==> config.mk <==
export PLATFORM = sky130hd
export DESIGN_NAME = mem_rw_ctrl
export DESIGN_NICKNAME = d
export VERILOG_FILES = /design/src/rtl/mem_rw_ctrl_pkg.sv /design/src/rtl/mem_rw_ctrl_ram.sv /design/src/rtl/mem_rw_ctrl.sv
export SDC_FILE = /design/constraint.sdc
export NUM_CORES = 1
export LEC_CHECK = 0
export CAP_MARGIN = 15
export CELL_PAD_IN_SITES_DETAIL_PLACEMENT = 1
export CELL_PAD_IN_SITES_GLOBAL_PLACEMENT = 2
export CORE_ASPECT_RATIO = 0.5
export CORE_MARGIN = 1
export CORE_UTILIZATION = 43
export DETAILED_ROUTE_END_ITERATION = 8
export DONT_BUFFER_PORTS = 1
export PLACE_DENSITY = 0.81
export SLEW_MARGIN = 20
export SYNTH_ARGS = -nofsm -noshare
export SYNTH_HDL_FRONTEND = slang
export SYNTH_SLANG_ARGS = --single-unit
export TNS_END_PERCENT = 1
==> constraint.sdc <==
create_clock -name clk -period 6.2 [get_ports clk]
set_clock_uncertainty 0.15 [all_clocks]
set_input_delay 1.24 -clock clk [delete_from_list [all_inputs] [get_ports clk]]
set_output_delay 1.24 -clock clk [all_outputs]
set_load 0.05 [all_outputs]
==> src/rtl/mem_rw_ctrl_pkg.sv <==
// Shared types for the mem_rw_ctrl block: FSM state encoding, request
// decode classes and the decode helper used by the controller.
package mem_rw_ctrl_pkg;

   // Controller states: power-up fill, then request service.
   typedef enum logic {
      ST_INIT = 1'b0,
      ST_IDLE = 1'b1
   } state_t;

   // Request class derived from the read/write qualifiers.
   typedef enum logic [1:0] {
      OP_NONE = 2'd0,
      OP_RD   = 2'd1,
      OP_WR   = 2'd2,
      OP_BAD  = 2'd3
   } op_t;

   // Both qualifiers set is contradictory and reported as an error.
   function automatic op_t decode_op(input logic rd, input logic wr);
      op_t op;
      unique case ({rd, wr})
         2'b10:   op = OP_RD;
         2'b01:   op = OP_WR;
         2'b11:   op = OP_BAD;
         default: op = OP_NONE;
      endcase
      return op;
   endfunction

endpackage

==> src/rtl/mem_rw_ctrl_ram.sv <==
// Single write port, single synchronous read port word storage.
// The read register can be cleared so the controller can return zero
// for reset and for out-of-range reads; otherwise it holds its value.
module mem_rw_ctrl_ram #(
   parameter int  DATA_W = 8,
   parameter int  DEPTH  = 8,
   localparam int ADDR_W = $clog2(DEPTH)
) (
   input  logic              clk,
   input  logic              i_we,
   input  logic [ADDR_W-1:0] i_waddr,
   input  logic [DATA_W-1:0] i_wdata,
   input  logic              i_re,
   input  logic              i_rclr,
   input  logic [ADDR_W-1:0] i_raddr,
   output logic [DATA_W-1:0] o_rdata
);

   logic [DATA_W-1:0] r_mem [DEPTH];
   logic [DATA_W-1:0] r_rdata;

   // Write port.
   // NOTE: the array has no reset; the controller's fill sequence gives it
   // defined contents, and a reset term would prevent RAM inference.
   always_ff @(posedge clk) begin
      if (i_we) begin
         r_mem[i_waddr] <= i_wdata;
      end
   end

   // Synchronous read port; holds the last word unless cleared or re-read.
   // NOTE: non-blocking assignment keeps every flop updating from pre-edge
   // values, so ordering between always_ff blocks never matters.
   always_ff @(posedge clk) begin
      if (i_rclr) begin
         r_rdata <= '0;
      end else if (i_re) begin
         r_rdata <= r_mem[i_raddr];
      end
   end

   assign o_rdata = r_rdata;

endmodule

==> src/rtl/mem_rw_ctrl.sv <==
// Memory read/write controller: fills storage with INIT_BASE+i after reset,
// then services one read or write request per cycle with 1-cycle read
// latency and error pulses for out-of-range or contradictory requests.
// Optional macro MEM_RW_CTRL_TRACE_EN adds simulation trace lines.
module mem_rw_ctrl
   import mem_rw_ctrl_pkg::*;
#(
   parameter int          DATA_W    = 8,
   parameter int          DEPTH     = 8,
   parameter logic [63:0] INIT_BASE = 64'h10,
   localparam int         ADDR_W    = $clog2(DEPTH)
) (
   input  logic              clk,
   input  logic              rst,
   input  logic              enable,
   input  logic              read,
   input  logic              write,
   input  logic [ADDR_W-1:0] address,
   input  logic [DATA_W-1:0] wdata,
   output logic              ready,
   output logic [DATA_W-1:0] rdata,
   output logic              rvalid,
   output logic              err
);

   localparam logic [ADDR_W:0]   DEPTH_C = (ADDR_W + 1)'(DEPTH);
   localparam logic [ADDR_W-1:0] LAST_C  = ADDR_W'(DEPTH - 1);

   state_t            r_state;
   logic [ADDR_W-1:0] r_fill;
   logic              r_ready;
   logic              r_rvalid;
   logic              r_err;

   op_t               w_op;
   logic              w_in_range;
   logic              w_accept;
   logic              w_fill_last;
   logic [DATA_W-1:0] w_fill_data;
   logic              w_we;
   logic [ADDR_W-1:0] w_waddr;
   logic [DATA_W-1:0] w_wdata;
   logic              w_re;
   logic              w_rclr;

   // Request decode; ready is only high in IDLE and reset overrides requests.
   always_comb begin
      w_op        = decode_op(read, write);
      w_in_range  = ({1'b0, address} < DEPTH_C);
      w_accept    = enable && r_ready && !rst;
      w_fill_last = (r_fill == LAST_C);
      w_fill_data = DATA_W'(INIT_BASE + 64'(r_fill));
   end

   // Storage port steering: fill pattern during INIT, accepted requests in IDLE.
   // NOTE: every output gets a default first so no path leaves one unassigned,
   // which would otherwise infer a latch.
   always_comb begin
      w_we    = 1'b0;
      w_waddr = address;
      w_wdata = wdata;
      w_re    = 1'b0;
      w_rclr  = rst;
      if (!rst) begin
         if (r_state == ST_INIT) begin
            w_we    = 1'b1;
            w_waddr = r_fill;
            w_wdata = w_fill_data;
         end else if (w_accept) begin
            w_we   = (w_op == OP_WR) && w_in_range;
            w_re   = (w_op == OP_RD) && w_in_range;
            w_rclr = (w_op == OP_RD) && !w_in_range;
         end
      end
   end

   // Controller FSM with registered ready/rvalid/err outputs.
   always_ff @(posedge clk) begin
      if (rst) begin
         r_state  <= ST_INIT;
         r_fill   <= '0;
         r_ready  <= 1'b0;
         r_rvalid <= 1'b0;
         r_err    <= 1'b0;
      end else begin
         r_rvalid <= 1'b0;
         r_err    <= 1'b0;
         unique case (r_state)
            ST_INIT: begin
               if (w_fill_last) begin
                  r_fill  <= '0;
                  r_ready <= 1'b1;
                  r_state <= ST_IDLE;
               end else begin
                  r_fill <= r_fill + 1'b1;
               end
            end
            ST_IDLE: begin
               if (w_accept) begin
                  r_rvalid <= (w_op == OP_RD);
                  r_err    <= (w_op == OP_BAD) ||
                              (((w_op == OP_RD) || (w_op == OP_WR)) && !w_in_range);
               end
            end
            default: r_state <= ST_INIT;
         endcase
      end
   end

   mem_rw_ctrl_ram #(
      .DATA_W (DATA_W),
      .DEPTH  (DEPTH)
   ) u_ram (
      .clk     (clk),
      .i_we    (w_we),
      .i_waddr (w_waddr),
      .i_wdata (w_wdata),
      .i_re    (w_re),
      .i_rclr  (w_rclr),
      .i_raddr (address),
      .o_rdata (rdata)
   );

   assign ready  = r_ready;
   assign rvalid = r_rvalid;
   assign err    = r_err;

`ifdef MEM_RW_CTRL_TRACE_EN
   op_t               r_tr_op;
   logic              r_tr_vld;
   logic [ADDR_W-1:0] r_tr_addr;
   logic [DATA_W-1:0] r_tr_wdata;

   // Capture each accepted access so its line can show the read data and err.
   always_ff @(posedge clk) begin
      if (rst) begin
         r_tr_vld <= 1'b0;
      end else begin
         r_tr_vld   <= w_accept && (w_op != OP_NONE);
         r_tr_op    <= w_op;
         r_tr_addr  <= address;
         r_tr_wdata <= wdata;
      end
   end

   // Emit one trace line per accepted access and one at fill completion.
   always_ff @(posedge clk) begin
      if (!rst && r_tr_vld) begin
         $display("mem_rw_ctrl: %s addr=%0d data=%h err=%0b", r_tr_op.name(), r_tr_addr,
                  (r_tr_op == OP_WR) ? r_tr_wdata : rdata, r_err);
      end
      if (!rst && (r_state == ST_INIT) && w_fill_last) begin
         $display("mem_rw_ctrl: init complete, %0d words", DEPTH);
      end
   end
`endif

endmodule
# ---- Word level (Yosys, flattened, before mapping)
# Memory sizes are Yosys's and may differ from the RTL's. A register that Yosys moved wholly into a read port is not among the register bits.
# Cells that the tools add are included.
dict set report totals {
  ff_bits 7
  mem_bits_rw 64
  input_bits 16
  output_inout_bits 11
  n_memories 1
}
# name words word_bits read_ports rd_clocked_by_memory_dff write_ports line
set mem_list {}
lappend mem_list {u_ram.r_mem 8 8 1 1 1 mem_rw_ctrl_ram.sv:19} ;# logic [DATA_W-1:0] r_mem [DEPTH];
dict set report op_classes {
  add_sub_neg 2
  n_eq_ne 7
  mux 17
  n_bitwise 2
  reduce_logical 5
}
# op n
set op_table {}
lappend op_table {{2-to-1 mux 8 bit} 2}
lappend op_table {{2-to-1 mux 1 bit} 11}
lappend op_table {{2-to-1 mux 3 bit} 3}
lappend op_table {{equality test 2 bit, second input constant} 4}
lappend op_table {{adder 5 x 3 -> 6 bit, first input constant} 1}
lappend op_table {{case mux 2 bit (3 select lines)} 1}
lappend op_table {{equality test 2 x 1 -> 1 bit, second input constant} 2}
lappend op_table {{adder 3 x 1 -> 3 bit, second input constant} 1}
lappend op_table {{equality test 3 bit, second input constant} 1}
lappend op_table {{OR reduction 3 bit} 1}
lappend op_table {{logical AND 1 bit} 2}
lappend op_table {{NOT 1 bit} 2}
lappend op_table {{AND reduction 2 bit} 1}
lappend op_table {{logical NOT 1 bit} 1}

# ---- Longest topological paths before layout
dict set report logic_depth {
  depth_word 8
  depth_mapped 6
  mapped_depth_nobuf 5
}

# ---- Modules after synthesis
# From an unflattened synthesis, not the netlist that was laid out.
dict set report hier_totals {
  cells_unflattened 205
  hier_area_um2 3219.3
}
# mod instances cells_each area_per_inst_um2
set by_module_without_submodules {}
lappend by_module_without_submodules {mem_rw_ctrl_ram 1 162 2812.7}
lappend by_module_without_submodules {mem_rw_ctrl 1 43 406.6}

# ---- Least setup slack after synthesis
# No wires, ideal clock.
dict set report synth_path {
  path_kind {input to register}
  from {in rst}
  to {mem u_ram.r_mem[4][0], enable pin}
  setup_ns 0.370
  t_arrival_ns 2.320
  setup_slack_ns 3.360
  path_stages 5
  n_path_buf 2
  cell_sequence {buf_6 nor2_2 buf_2 a31oi_1 nor2_1}
}
dict set report synth_between {
  elab_chain_cells 7
  word_cells_on_any_way 8
}
# item line
set synth_rtl {}
lappend synth_rtl {{start: declaration} mem_rw_ctrl.sv:14} ;# input logic rst,
lappend synth_rtl {{logical NOT 1 bit} -}
lappend synth_rtl {{logical AND 1 bit} mem_rw_ctrl.sv:50} ;# w_accept = enable && r_ready && !rst;
lappend synth_rtl {{2-to-1 mux 1 bit} mem_rw_ctrl.sv:69} ;# end else if (w_accept) begin
lappend synth_rtl {{2-to-1 mux 1 bit} mem_rw_ctrl.sv:65} ;# if (r_state == ST_INIT) begin
lappend synth_rtl {{2-to-1 mux 1 bit} mem_rw_ctrl.sv:64} ;# if (!rst) begin
lappend synth_rtl {{2-to-1 mux 1 bit} mem_rw_ctrl_ram.sv:26} ;# if (i_we) begin
lappend synth_rtl {{2-to-1 mux 1 bit (not written as such)} mem_rw_ctrl_ram.sv:27} ;# r_mem[i_waddr] <= i_wdata;
lappend synth_rtl {{end: declaration} mem_rw_ctrl_ram.sv:19}
# Several ways; a longest one is shown, not always the timed one.

# ---- Worst setup path after layout
dict set report layout_path {
  from {in rst}
  to {mem u_ram.r_mem[0][3], enable pin}
}
# Same word-level chain as after synthesis.

==> run summary <==
DR iter-0 viols -> 136
Final WL -> 7.50 mm
Tcrit/Tclk final -> 52.6%
Layout cells sized above 1 -> 21.1%
Root Buffer -> clkbuf_16
YS warnings -> 0
Setup TNS -> 0 ns
Headroom to the max-slew limit -> 44.7%
Post-synth top area cell -> edfxtp_1
Nets -> 207
Fin. max-slew vios -> 0
Setup repair bufs after CTS -> 0
Yosys cell types -> 31
Top-area cell type share of the netlist area -> 60.3%
R2R Path End -> u_ram.r_mem[0][3]
Core Util, Final -> 51.2%
Clk_lat worst skew -> 0.34 ns
Reg-to-reg startpoint -> r_state
Hold slack -> 0.476 ns
Post-DRT Antenna Nets -> 0
CP startpoint -> rst
Clock-pin slew on the worst setup and hold paths -> 0.06 ns
Crit start category -> primary input
GP Congestion -> 0.825
Mapped cell area -> 3190 um^2
R2R setup slack -> 3.34 ns
Max_cap viols -> 0
Synth Instances -> 188
H-tree depth -> 3
Total congestion overflow -> 0
RSZ-0062 raised after global routing -> no
Total clock sinks -> 79
Slowest cell on crit path -> nor2_1
Row count -> 21
Tmin final -> 3.26 ns
Crit path cell chain -> nor2_2 -> mux2i_1 -> nand2_1 -> nor2_1
Initial antenna violation count -> 0
CTS tree -> built
HP Start -> r_fill[0]
WP data required -> 6.01 ns
Vias per Instance -> 5.94
Seq/Total Area, Yosys -> 69.8%
Largest net degree at the start of global routing -> 22
Final Setup Violations -> 0
Pleak -> 1.17 nW
First-pass GRT wire length -> 11.1 mm
Syn avg cell area -> 16.9 um^2
WS Path Type -> in2reg
Syn_nets -> 206
Clock power share -> 45.6%
Port Buf Inserts -> 0
Place WS -> 2.67 ns
Crit Path Max Fanout -> 17
HPWL after DPL -> 5.09 mm
Critical path arrival -> 3.08 ns
Filler cells -> 648
Final instance area -> 3540 um^2
Worst Max-Slew Pin Slew -> 0.828 ns
Placeable Area -> 6910 um^2
Top Ports -> 27
HP Class -> reg2reg
Flops & latches, synth -> 79
Die Span X -> 124 um
Status -> finished, final reports clean
Vias in the first global route -> 1,771
Mean routed wirelength per cell -> 26.2 um
Synth area leaders -> edfxtp_1, mux4_2, dfxtp_1
GRT Resource Usage Total -> 21.5%
Switching part of the total -> 20.5%
DRC violations left -> 0
Sequential share of power -> 49.4%
Dpl cell area -> 3230 um^2
DR vias -> 1,699
Final Power -> 1.22 mW
Peak VDD IR -> 0.000143 V
Clock Path Buffers -> 2
CTS buffer count -> 9
Hold_buf cts -> 0
Non-Filler Instances -> 286
Final Worst Setup Slack -> 2.94 ns
Maximum operating frequency -> 0.307 GHz
N_diodes -> 0
PD cells -> 344 nW/um^2
P_int -> 968 uW
Hold endpoint -> r_fill[0]
Logic pwr share -> 5.0%
Worst Setup End Kind -> flop
Sw Pwr -> 249 uW
# placed instances -> 270
CP peak stage delay -> 0.67 ns
Cells on Worst Hold Path -> 2
Synthesis-to-finish area growth -> 11.1%
Commonest non-fill, non-tap cell in the layout -> edfxtp_1
Die H -> 62.9 um
R2R cell count -> 4
Number of iterations in the first detailed-routing pass -> 4
# resized after CTS -> 0
Initial Utilization -> 46.1%
Fin. Hold Viols -> 0
Most frequent cells in the layout -> edfxtp_1, nor2_1, dfxtp_1
Die area -> 7780 um^2
[registers in the layout, summed over array words and instances (netlist names)]
signal and count:
r_state 1, rvalid 1, u_ram.o_rdata 8, err 1, ready 1, r_fill 3
u_ram.r_mem 64
[per-layer routing]
metal | wire [um] | track usage, %
met2 | 3170 | 29.2
met3 | 684 | 7.57
met1 | 3540 | 31.7
met4 | 93 | 7.23
met5 | 0 | 0
[power groups by stage]
| stage | sequential (mW) | clock [mW] | combinational, mW |
|---|---|---|---|
| floorplan | 0.607 | 0 | 0.0511 |
| CTS | 0.601 | 0.563 | 0.0608 |
| global placement | 0.611 | 0 | 0.0565 |
| finish | 0.601 | 0.555 | 0.0606 |
| global route | 0.602 | 0.582 | 0.0648 |
| detailed placement | 0.612 | 0 | 0.0602 |
[synth_stat cells, drive strengths merged]
cell type,count
a2111oi,1
nor2b,6
mux2i,9
o22ai,1
ha,2
edfxtp,64
a211oi,8
nand3b,1
mux4,14
or2,1
inv,3
a31oi,4
nand4b,1
a22oi,1
nand3,1
dfxtp,15
nand2,3
a21o,1
nor3b,1
nand2b,3
nor2,26
a21oi,3
buf,9
nor3,4
clkbuf,1
mux2,5
[cell families after synthesis]
family,count (synthesis),synth area share (%)
AO/OA/AOI/OAI,19,4.44
AND/OR/NAND/NOR,47,7.82
adder cells (fa/ha/maj),2,0.785
flip-flops,79,69.8
multiplexers,28,14.5
buffers and inverters,13,2.71
[how the worst max path moves through the flow]
stage                                   end  slack (ns)  cells after the start
after floorplan           u_ram.r_mem[4][0]        3.36                      5
after global placement    u_ram.r_mem[0][0]        2.91                      4
after detailed placement  u_ram.r_mem[2][2]        2.67                      4
after CTS                 u_ram.r_mem[2][2]        2.93                      4
after global routing      u_ram.r_mem[0][7]        2.86                      4
final                     u_ram.r_mem[0][3]        2.94                      4
[critical path, delay by kind of cell]
kind	cells	cell delay (ns)
AND/OR/NAND/NOR	3	1.47
multiplexers	1	0.35
[final cells by class]
type                            count  area (um^2)  share of cell area (%)
Sequential cell                    79         2220                    62.8
Tap cell                           92          115                    3.25
Multi-Input combinational cell     96          877                    24.8
Clock buffer                       10          229                    6.47
Inverter                            3         11.3                   0.318
Clock inverter                      6         85.1                    2.40
(Power assumes the default switching activity.)
